File: config.mk
export PLATFORM = sky130hd
export DESIGN_NAME = expansion_input_filter
export DESIGN_NICKNAME = d
export VERILOG_FILES = /design/src/rtl/expansion_input_filter.sv
export SDC_FILE = /design/constraint.sdc
export NUM_CORES = 1
export LEC_CHECK = 0
export CAP_MARGIN = 20
export CORE_UTILIZATION = 50
export CTS_BUF_LIST = sky130_fd_sc_hd__clkbuf_16
export DETAILED_ROUTE_END_ITERATION = 8
export GPL_TIMING_DRIVEN = 1
export PLACE_DENSITY = 0.76
export SLEW_MARGIN = 20
export SYNTH_ARGS = -nofsm -noshare
export SYNTH_HDL_FRONTEND = slang
export SYNTH_SLANG_ARGS = --single-unit
File: constraint.sdc
create_clock -name clk -period 4.5 [get_ports clk]
set_input_delay 0.45 -clock clk [delete_from_list [all_inputs] [get_ports clk]]
set_output_delay 0.45 -clock clk [all_outputs]
set_load 0.05 [all_outputs]
File: src/rtl/expansion_input_filter.sv
// Per-bit debounce filter for the expansion shift-register input word.
// Publishes a stable word, sticky rise/fall flags, a change strobe and a saturating change counter.
module expansion_input_filter #(
  parameter int unsigned WIDTH       = 8,
  parameter int unsigned SAMPLE_DIV  = 1000,
  parameter int unsigned DEBOUNCE    = 4,
  parameter int unsigned COUNT_WIDTH = 16
) (
  input  logic                   clk,
  input  logic                   reset,
  input  logic [WIDTH-1:0]       raw_in,
  output logic [WIDTH-1:0]       data_out,
  output logic [WIDTH-1:0]       rise,
  output logic [WIDTH-1:0]       fall,
  input  logic [WIDTH-1:0]       event_clear,
  output logic                   changed,
  output logic [COUNT_WIDTH-1:0] change_count
);

  localparam int unsigned PW = (SAMPLE_DIV > 1) ? $clog2(SAMPLE_DIV) : 1;
  localparam int unsigned CW = $clog2(DEBOUNCE + 1);
  localparam logic [PW-1:0] PrescMax = PW'(SAMPLE_DIV - 1);
  localparam logic [CW-1:0] CntLast  = CW'(DEBOUNCE - 1);

  logic [PW-1:0]          presc_q, presc_d;
  logic [CW-1:0]          cnt_q [WIDTH];
  logic [CW-1:0]          cnt_d [WIDTH];
  logic [WIDTH-1:0]       data_q, data_d;
  logic [WIDTH-1:0]       rise_q, rise_d;
  logic [WIDTH-1:0]       fall_q, fall_d;
  logic                   changed_q, changed_d;
  logic [COUNT_WIDTH-1:0] count_q, count_d;
  logic [WIDTH-1:0]       accept;
  logic                   tick;

  always_comb begin
    tick    = (presc_q == '0);
    presc_d = tick ? PrescMax : presc_q - PW'(1);

    accept = '0;
    for (int i = 0; i < WIDTH; i++) begin
      cnt_d[i] = cnt_q[i];
      if (tick) begin
        if (raw_in[i] == data_q[i]) begin
          cnt_d[i] = '0;
        end else if (cnt_q[i] == CntLast) begin
          accept[i] = 1'b1;
          cnt_d[i]  = '0;
        end else begin
          cnt_d[i] = cnt_q[i] + CW'(1);
        end
      end
    end

    data_d = data_q ^ accept;
    // A new event in the same cycle as a clear leaves the flag set.
    rise_d = (rise_q & ~event_clear) | (accept & raw_in);
    fall_d = (fall_q & ~event_clear) | (accept & ~raw_in);

    changed_d = |accept;
    count_d   = count_q;
    if ((|accept) && (count_q != '1)) begin
      count_d = count_q + COUNT_WIDTH'(1);
    end
  end

  always_ff @(posedge clk or posedge reset) begin
    if (reset) begin
      presc_q   <= PrescMax;
      data_q    <= '0;
      rise_q    <= '0;
      fall_q    <= '0;
      changed_q <= 1'b0;
      count_q   <= '0;
      for (int i = 0; i < WIDTH; i++) begin
        cnt_q[i] <= '0;
      end
    end else begin
      presc_q   <= presc_d;
      data_q    <= data_d;
      rise_q    <= rise_d;
      fall_q    <= fall_d;
      changed_q <= changed_d;
      count_q   <= count_d;
      for (int i = 0; i < WIDTH; i++) begin
        cnt_q[i] <= cnt_d[i];
      end
    end
  end

  assign data_out     = data_q;
  assign rise         = rise_q;
  assign fall         = fall_q;
  assign changed      = changed_q;
  assign change_count = count_q;

endmodule

==> results.json <==
{
  "ant_nets": 0,
  "yosysUniqueCellTypes": 39,
  "synth_area_per_cell_um2": 10.4,
  "cts_resized": 0,
  "drt-vias-per-instance": 5.19,
  "cp_slowest_cell": "nor4_4",
  "max_freq_ghz": 0.385,
  "pin_count": 59,
  "synth-simple-area-share_pct": 20.2,
  "antenna_found_initial": 0,
  "die_h_um": 86.3,
  "cts_tree": "done",
  "routed_wl_um": 6590,
  "ir_drop_uv": 213,
  "grt-ovfl-total": 0,
  "wl_per_cell_um": 13.0,
  "seq_area_frac_synth_pct": 53.1,
  "powerDensity_mw_per_mm2": 345,
  "ys_warn_count": 0,
  "pre_cts_ws_ns": 1.60,
  "layout_setup_ws_ns": 1.90,
  "synthAdderAreaFrac_pct": 3.87,
  "period_share_pct": 57.7,
  "worst-path-stages": 6,
  "drv_slew": 0,
  "slowest_delay_ns": 0.82,
  "place_congestion": 0.779,
  "cts.sinks": 75,
  "post-cts-setup-buffers": 0,
  "path_cells": "clkdlybuf4s50_1 > xnor2_1 > o22ai_1 > nor4_4 > nor2_1 > mux2_2",
  "hold_buffers": 0,
  "clkPwrFrac_pct": 44.0,
  "combinationalPowerShare_pct": 10.3,
  "antenna_cells": 0,
  "path_buf_inv": 1,
  "leakage_nw": 1.90,
  "htree_num_levels": 3,
  "min_period_ns": 2.60,
  "synth_xor_xnor_area_share_pct": 6.16,
  "rsz0062_at_grt": "false",
  "synth_mux_area_share_pct": 0.740,
  "fp.dieW_um": 86.3,
  "placed_cell_area_mm2": 0.00423,
  "syn-num-nets": 370,
  "drive_gt1_share_pct": 8.31,
  "status": "finished, final reports clean",
  "power.switching_mw": 0.379,
  "synth_top_flop_cell": "dfrtp_1",
  "fin_worst_skew_ns": 0.00463,
  "cp_max_fo": 14,
  "reg2reg_depth": 5,
  "yosys.area.top_type_share_pct": 47.2,
  "synth_top_family_by_area": "simple AND/OR/NAND/NOR gates",
  "hold_depth": 1,
  "worstSkewPairLatency_ns": 0.33,
  "critPathKind": "in -> reg",
  "synth_area_leaders": "dfrtp_1 47%, dfstp_2 5.9%, ha_1 3.9%",
  "stdcell_area_mm2": 0.00451,
  "async_flop_share_pct": 100,
  "grt_max_degree": 52,
  "p_int_mw": 1.18,
  "syn_area_mm2": 0.00355,
  "area_growth_pct": 27.1,
  "cts_buffer_depth": 2,
  "fin_nets": 433,
  "syn_inst": 341,
  "die-area_mm2": 0.00745,
  "end_kind": "flip-flop",
  "synth_edf_count": 0,
  "final_util_pct": 66.1,
  "grt_pass1_vias": 2611,
  "cap_violations": 0,
  "synth_compound_area_share_pct": 10.9,
  "synth_seq_cells": 75,
  "path_clk_slew_ns": 0.06,
  "required_ns": 4.71,
  "seq_power_share_pct": 45.8,
  "finalHoldViolations": 0,
  "dpl.hpwl_um": 4590,
  "sw_frac_of_total_pct": 24.3,
  "portBuffers": 58,
  "yosys-top-cells-count": "67 x dfrtp_1, 36 x inv_1, 33 x nand2_1",
  "rows": 30,
  "fin_setup_tns_ns": 0,
  "vias": 2623,
  "initial_utilization_pct": 52.0,
  "slew_headroom_pct": 40.9,
  "crit_arrival_ns": 2.81,
  "dr.pass1.iters": 4,
  "hold_path_class": "reg -> reg",
  "synth_area_leader_cell": "dfrtp_1",
  "path_delay_family": "simple AND/OR/NAND/NOR gates",
  "first_iter_violations": 105,
  "tightest_slew_ns": 0.885,
  "worstSetupStartpointType": "input pin",
  "core_area_mm2": 0.00683,
  "cts_inserted_buffers": 9,
  "cts-root-buf": "clkbuf_16",
  "drc": 0,
  "yosysMostFrequentCell": "dfrtp_1",
  "final-setup-viol-count": 0,
  "grt_use_total_pct": 19.8,
  "grt_pass1_wl_um": 11500
}
-- layout by cell type, fill, tap and decap left out, types with 2 or more instances in the layout --
cell type        synthesis  final
xor2_1                  14     14
nand3_1                  7      7
clkdlybuf4s50_1          0     58
nand4b_1                 3      3
nor4_4                   2      2
inv_1                   36     37
or4_1                    2      2
o32ai_1                  5      5
and3_1                   3      3
clkbuf_16                0      9
and4_1                   5      5
nor4_1                   3      3
buf_4                    1      2
o22ai_1                  9      9
o21a_1                   8      8
nand2b_1                13     13
nor2_1                  22     22
nand2_1                 33     33
nor4_2                   4      4
ha_1                    11     11
a21o_1                   9      9
nor4b_1                  7      7
xnor2_1                 11     11
nor2b_1                  2      2
clkinvlp_4               0      2
nand4_1                  2      2
o21ai_0                 22     22
clkinv_2                 0      2
a21oi_1                  5      5
dfrtp_1                 67     67
nor3_1                  11     11
dfstp_2                  8      8
-- metal layers --
layer	vias up	GRT usage (%)	share of wire [%]
met4	0	8.33	0.94
met1	1259	24.9	47
li1	1311	-	-
met2	43	33.4	49
met3	10	4.10	3.1
met5	-	0	0
-- final timing paths --
kind                                   from         endpoint  slack (ns)
worst max register to register  data_out[0]  change_count[1]        2.08
worst min register to register   presc_q[0]       presc_q[0]        0.44
worst min-delay path             presc_q[0]       presc_q[0]        0.44
max in group asynchronous             reset       presc_q[1]        3.00
min in group asynchronous             reset          changed        0.62
worst max-delay path              raw_in[0]  change_count[1]        1.90
-- power groups by stage --
stage / Sequential (mW) / Combinational [mW] / Clock, mW
2_1_floorplan: 0.743 / 0.0883 / 0
3_3_place_gp: 0.724 / 0.155 / 0
3_5_place_dp: 0.725 / 0.161 / 0
4_1_cts: 0.713 / 0.162 / 0.699
5_1_grt: 0.716 / 0.178 / 0.728
6_report: 0.713 / 0.160 / 0.685
-- state kept, by name, summed over array words and instances (netlist names) --
register	cells
changed	1
cnt_q	24
rise	8
data_out	8
change_count	16
fall	8
presc_q	10
-- through the flow --
step	instances	total power, mW	hold slack (ns)
3_5_place_dp	489	0.886	0.435
2_1_floorplan	341	0.832	0.421
6_report	505	1.56	0.443
3_3_place_gp	489	0.879	0.428
5_1_grt	505	1.62	0.458
4_1_cts	505	1.58	0.449
-- worst reg2reg max path: stages (launching register included) --
cell and delay [ns]:
dfrtp_1 0.40, xnor2_1 0.35, o22ai_1 0.24, nor4_4 0.82, nor2_1 0.19, mux2_2 0.31
-- cell type report --
class	count	area, µm²
repair buffers	60	596
multi-input cells	222	1490
well taps	96	120
inverters	36	136
fillers	551	2320
clock buffers	9	225
clock inverters	7	61.3
flip-flops and latches	75	1890
-- logic make-up (layout without fill, tap and decap cells) --
family                   Yosys count  count (layout)
AND/OR/NAND/NOR                  123             123
XOR/XNOR                          25              25
buffers and inverters             44             112
adder cells (fa/ha/maj)           11              11
flip-flops                        75              75
multiplexers                       2               2
AO/OA/AOI/OAI                     61              61
Note: power is estimated with default switching activity, not from simulation.
